<file path="src/rtl/sw_debouncer.sv">
// rtl/sw_debouncer.sv - two-flop synchronised switch debouncer with level output and rising-edge tick
module sw_debouncer #(
  parameter int ClkFreq    = 100_000_000,
  parameter int StableTime = 10
) (
  input  logic clk_i,
  input  logic rst_i,
  input  logic sw_i,
  output logic db_level_o,
  output logic db_tick_o
);

  localparam int N    = (ClkFreq / 1000) * StableTime;
  localparam int CntW = (N > 2) ? $clog2(N) : 1;

  localparam logic [CntW-1:0] CntMax = CntW'(N - 1);
  localparam logic [CntW-1:0] CntOne = CntW'(1);

  if (N < 2) begin : g_n_check
    $error("sw_debouncer: stable cycle count must be at least 2");
  end

  // State bits are (level, pending), so the MSB is the debounced level itself.
  typedef enum logic [1:0] {
    ZERO  = 2'b00,
    WAIT1 = 2'b01,
    ONE   = 2'b10,
    WAIT0 = 2'b11
  } state_t;

  state_t          state_q, state_d;
  logic [CntW-1:0] cnt_q, cnt_d;
  logic            tick_q, tick_d;
  logic            s1_q, s2_q;

  always_ff @(posedge clk_i) begin
    if (!rst_i) begin
      s1_q    <= 1'b0;
      s2_q    <= 1'b0;
      state_q <= ZERO;
      cnt_q   <= '0;
      tick_q  <= 1'b0;
    end else begin
      s1_q    <= sw_i;
      s2_q    <= s1_q;
      state_q <= state_d;
      cnt_q   <= cnt_d;
      tick_q  <= tick_d;
    end
  end

  always_comb begin
    state_d = state_q;
    cnt_d   = cnt_q;
    tick_d  = 1'b0;
    case (state_q)
      ZERO: begin
        if (s2_q) begin
          state_d = WAIT1;
          cnt_d   = CntOne;
        end
      end
      WAIT1: begin
        // Any disagreeing sample is treated as bounce and throws away the count.
        if (!s2_q) begin
          state_d = ZERO;
          cnt_d   = '0;
        end else if (cnt_q == CntMax) begin
          state_d = ONE;
          cnt_d   = '0;
          tick_d  = 1'b1;
        end else begin
          cnt_d = cnt_q + CntOne;
        end
      end
      ONE: begin
        if (!s2_q) begin
          state_d = WAIT0;
          cnt_d   = CntOne;
        end
      end
      WAIT0: begin
        if (s2_q) begin
          state_d = ONE;
          cnt_d   = '0;
        end else if (cnt_q == CntMax) begin
          state_d = ZERO;
          cnt_d   = '0;
        end else begin
          cnt_d = cnt_q + CntOne;
        end
      end
      default: begin
        state_d = ZERO;
        cnt_d   = '0;
      end
    endcase
  end

  assign db_level_o = state_q[1];
  assign db_tick_o  = tick_q;

endmodule

</file>
<file path="config.mk">
export PLATFORM = sky130hd
export DESIGN_NAME = sw_debouncer
export DESIGN_NICKNAME = d
export VERILOG_FILES = /design/src/rtl/sw_debouncer.sv
export SDC_FILE = /design/constraint.sdc
export NUM_CORES = 1
export LEC_CHECK = 0
export CAP_MARGIN = 5
export CORE_AREA = 2 2 56 58
export CTS_BUF_LIST = sky130_fd_sc_hd__clkbuf_8
export CTS_CLUSTER_DIAMETER = 120
export DETAILED_ROUTE_END_ITERATION = 8
export DIE_AREA = 0 0 58 60
export PLACE_DENSITY = 0.63
export SLEW_MARGIN = 20
export SYNTH_ARGS = -nofsm -noshare
export SYNTH_HDL_FRONTEND = slang
export SYNTH_SLANG_ARGS = --single-unit
</file>
<file path="constraint.sdc">
create_clock -name clk_i -period 2.38 [get_ports clk_i]
set_input_delay 0.357 -clock clk_i [delete_from_list [all_inputs] [get_ports clk_i]]
set_output_delay 0.357 -clock clk_i [all_outputs]
set_load 0.01 [all_outputs]
</file>
* After elaboration in Yosys (flattened, before gate mapping)
Index checks and enable logic that the tools add are counted.
Cells by class: add/subtract/negate cells 1, $mul 0, divide/modulo/power cells 0, $lt $le $gt $ge 0, equality and inequality tests 8, shift operators 0, muxes and demuxes 14, bitwise operators 0, reductions and logical operators 4
Operators by type and width (count):
- $mux 20 | 5
- $pmux 20 s4 | 1
- $add 20x1->20 const B | 1
- $eq 20x20->1 const B | 1
- $mux 2 | 6
- $pmux 2 s4 | 1
- $ne 3x3->1 const B | 2
- $eq 2x2->1 const B | 2
- $ne 2x2->1 const B | 2
- $reduce_and 4->1 | 1
- $reduce_and 3->1 | 1
- $eq 2x1->1 const B | 1
- $logic_not 2->1 | 1
- $reduce_and 2->1 | 1
- $mux 1 | 1
Storage, ports and cells: flip-flop bits (word level) 25, latch bits 0, RAM bits 0, ROM bits 0, input bits 3, output and inout port bits 2, logic and storage cells 32, memories kept 0

* Longest topological paths before layout
depth after elaboration 4, mapped depth 8

* Worst setup path before layout
No wires, ideal clock.
path type register to register, start register cnt_q[0], end register cnt_q[15], library setup time 117 ps, data arrival time 1667 ps, data required time 2263 ps, slack 596 ps, stages on the path, launching flop included 8, buffers on the path 1, cell sequence dfxtp_1 -> ha_1 -> nand4_2 -> nor4_4 -> a21oi_2 -> buf_6 -> a21o_1 -> a22o_1
On the way: cells in the longest elaborated chain, start to end 4, elaborated cells on any way between the ends 6, those cells by class add/sub (1); eq/ne (1); mux (4)
RTL lines:
- start: declaration | line 32 | logic [CntW-1:0] cnt_q, cnt_d;
- start signal: assignment | line 47 | cnt_q <= cnt_d;
- $add 20x1->20 or $eq 20x20->1 (tied branches)
- $mux 20 (*) | line 68, 86
- $mux 20, on equally long branches | line 83, 65
- $pmux 20 s4 (*) | line 56 | case (state_q)
Every way passes the cells marked *; elsewhere a longest branch is shown, timed or not. A chain may end at the register's enable or synchronous reset.

* Worst setup path in the final report
Same ends and word-level chain as after synthesis.

==> results summary <==
The run finished with clean final reports. The count of cells resized by post-cts repair came out at 0. Max-cap violations in this run came to 0. In the finished design, the share of the clock period the worst path needs comes to 0.847. The fraction of registers with async set or reset after synthesis is 0. The commonest register cell after synthesis is dfxtp_1. The fraction of final layout cells sized beyond drive strength 1 came out at 0.103. The arrival time at the worst endpoint is 2.18 ns. The upper clock frequency limit came out at 0.496 GHz.

The peak per-stage delay on the critical path is 0.42 ns. The total of buffers placed on input and output ports came out at 4. The die outline area came out at 3480 um^2. The total routing usage reported by global routing came out at 0.150. The minimum clock period is 2.01 ns. The number of setup buffers added after CTS is 0.

The via count of the first global-routing pass is 894. The number of vias per cell after detailed routing came out at 5.77. The post-synthesis cell type count came out at 39. Averaged over all synthesized cells, the footprint is 9.40 um^2. The height of the die came out at 60 um. The clock transition at the registers of the reported paths came out at 0.09 ns. The synthesized net count is 135.

The cell family contributing the most delay on the critical path is simple AND/OR/NAND/NOR gates. The number of pins with negative max-slew slack in the final report is 0. The reg2reg setup slack is 0.37 ns. The final wirelength is 2310 um. The post-route antenna net violation count came out at 0. The startpoint identified for the worst register-to-register timing path is cnt_q[0].

The initial antenna violation count is 0. In this run, CTS created clock tree buffers numbering 3. The total global routing overflow came out at 0. For this design the ratio of total power to cell area is 519 nW/um^2. The biggest area consumer among synthesized cells is dfxtp_1.

In this run the worst path has a maximum fanout of 30. The overall via count from detail_route came out at 975. The maximum number of buffers from clock root to sink came out at 2. The number of sinks handled by clock tree synthesis is 25. The critical path is of the reg2reg type. Traced cell by cell, the critical path runs through ha_1 -> nand4_2 -> nor4_4 -> a21oi_2 -> buf_12 -> a21o_1 -> a22o_1.

The leakage power came out at 0.509 nW. 0 antenna diodes ended up in the layout. In this run the worst hold path is classified as reg2reg. The average detailed-routed wire length per instance came out at 13.7 um. The violation count after the first detailed-route iteration is 28. The clock reaches the later pin of the worst-skew pair after 0.27 ns. The remaining max-slew budget at the tightest pin is 0.684.

The tree is rooted in a clkbuf_8. TritonCTS built the clock tree. STA classifies the critical path startpoint as a register. The post-cts hold buffer count is 0. The HPWL reported at the end of detailed placement came out at 1610 um. The flip-flop and latch count after synthesis is 25. The worst hold path begins at s1_q. The global-route wire length before repair is 3960 um. The number of cells traversed by the worst register-to-register path is 7.

Routability-driven placement finished with a final weighted congestion of 0.790. The area growth from synthesis to layout is 9.76%. Across the routed clock network, the largest skew measured is 0.00423 ns. The synthesized design contains 0 enable-type register cells. The cell row count is 20. The chip width came out at 58 um. The endpoint type of the worst setup path is a register. The largest net degree at the start of global routing came out at 31. The number of buffers and inverters on the critical path is 1. The end of the worst register-to-register path is cnt_q[15].

The warning count from the yosys run came out at 0. The register area share after synthesis came out at 0.407. Setup repair after global routing left no endpoint under its margin. The data required time at the worst endpoint is 2.55 ns. The end point of the worst hold path is s2_q. The final-layout setup total negative slack is 0 ns. The tightest hold path in the finished design has a slack of 0.457 ns.

Yosys attributes the largest share of cell area to dfxtp_1 (41%), a31oi_1 (6.6%), a22o_1 (5.0%), nand3_1 (4.1%), xnor2_1 (3.6%). The length of the first detailed-routing pass in iterations came out at 4. The number of cells traversed by the worst hold path is 1.

The final count of negative-setup-slack endpoints came out at 0. After synthesis the cells add up to 1230 um^2. 5 I/O pins were placed. The final hold violation count came out at 0. The area of the core is 2900 um^2. The peak supply drop came out at 326 uV. The cell with the largest stage delay on the worst path is dfxtp_1.

The number of DRC violations after detailed routing is 0. The starting density of the core came out at 0.424. The count of filler cells inserted in the layout is 265. The share of the synthesized area in the top cell type is 0.407. The instance count of the mapped netlist is 131.

The pin slew with the least headroom to its limit came out at 0.472 ns. The total number of H-tree levels came out at 1. In the final design database the tool counted 141 nets.
## registers in the layout (all words and copies together), names as in the netlist, named ones only
register	flops
cnt_q	20
db_tick_o	1
s1_q	1
s2_q	1
state_q	1
## where the power goes
group / internal, W / total (W) / switching (W)
Sequential: 0.000421 / 0.000424 / 0.00000275
Clock: 0.000119 / 0.000253 / 0.000135
Combinational: 0.0000107 / 0.0000241 / 0.0000134
## logic make-up after synthesis
| logic type | after synthesis | share of synthesized area |
|---|---|---|
| simple gates | 53 | 0.283 |
| compound gates | 36 | 0.198 |
| mux | 2 | 0.0163 |
| xor+xnor | 7 | 0.0498 |
| buf+inv | 7 | 0.0366 |
| flops | 25 | 0.407 |
| fa+ha+maj | 1 | 0.0102 |
## placed cells by master (no fill, tap or decap), types with 3 or more instances in the layout
cell type	n
a21oi_1	6
a22o_1	7
a31oi_1	13
and2_1	3
and3_1	4
clkbuf_8	3
clkdlybuf4s50_1	4
dfxtp_1	25
nand2_1	9
nand3_1	10
nand4_1	3
nor2_1	5
o21ai_0	4
xnor2_1	5
## final cells by class
class,instances,area [um^2],share of cell area
Multi-Input combinational cell,99,686,0.507
Sequential cell,25,500,0.370
Timing Repair Buffer,6,67.6,0.0500
Clock buffer,3,41.3,0.0306
Tap cell,33,41.3,0.0306
Clock inverter,1,7.51,0.00556
Inverter,2,7.51,0.00556
## through the flow
step                      instance area [um^2]  total power (W)  setup WS (ns)  utilization  std cells
final                                     1350         0.000701          0.365        0.466        169
after global routing                      1350         0.000734          0.238        0.466        169
after CTS                                 1350         0.000712          0.338        0.466        169
after detailed placement                  1300         0.000458          0.353        0.449        165
after global placement                    1300         0.000457          0.388        0.449        165
after floorplan                           1230         0.000448          0.596            -        131
## metal layers
metal | share of wire | GRT usage
met1 | 0.50 | 0.195
met2 | 0.45 | 0.232
met3 | 0.031 | 0.0346
met4 | 0.015 | 0.0764
met5 | 0 | 0
## cell usage after synthesis, types with 2 or more instances
master and number:
and2_1 3, and3_1 4, nand3_1 10, nor2_1 5, xnor2_1 5, nand4b_1 2, nand4_1 3, a21oi_1 6
o21ai_0 4, mux2i_1 2, nand4_2 2, xor2_1 2, or2b_1 2, nand2_1 9, inv_1 2, dfxtp_1 25
buf_6 2, or3b_2 2, nor4_4 2, a31oi_1 13, a22o_1 7, nor3_1 2
## worst max path at each step
stage	start	endpoint	cells after the start
after floorplan	cnt_q[0]	cnt_q[15]	7
final	cnt_q[0]	cnt_q[15]	7
after global routing	cnt_q[0]	cnt_q[15]	7
after detailed placement	cnt_q[0]	cnt_q[15]	7
after CTS	cnt_q[0]	cnt_q[15]	7
after global placement	cnt_q[0]	cnt_q[15]	7
Power figures use the tool's default switching activity.
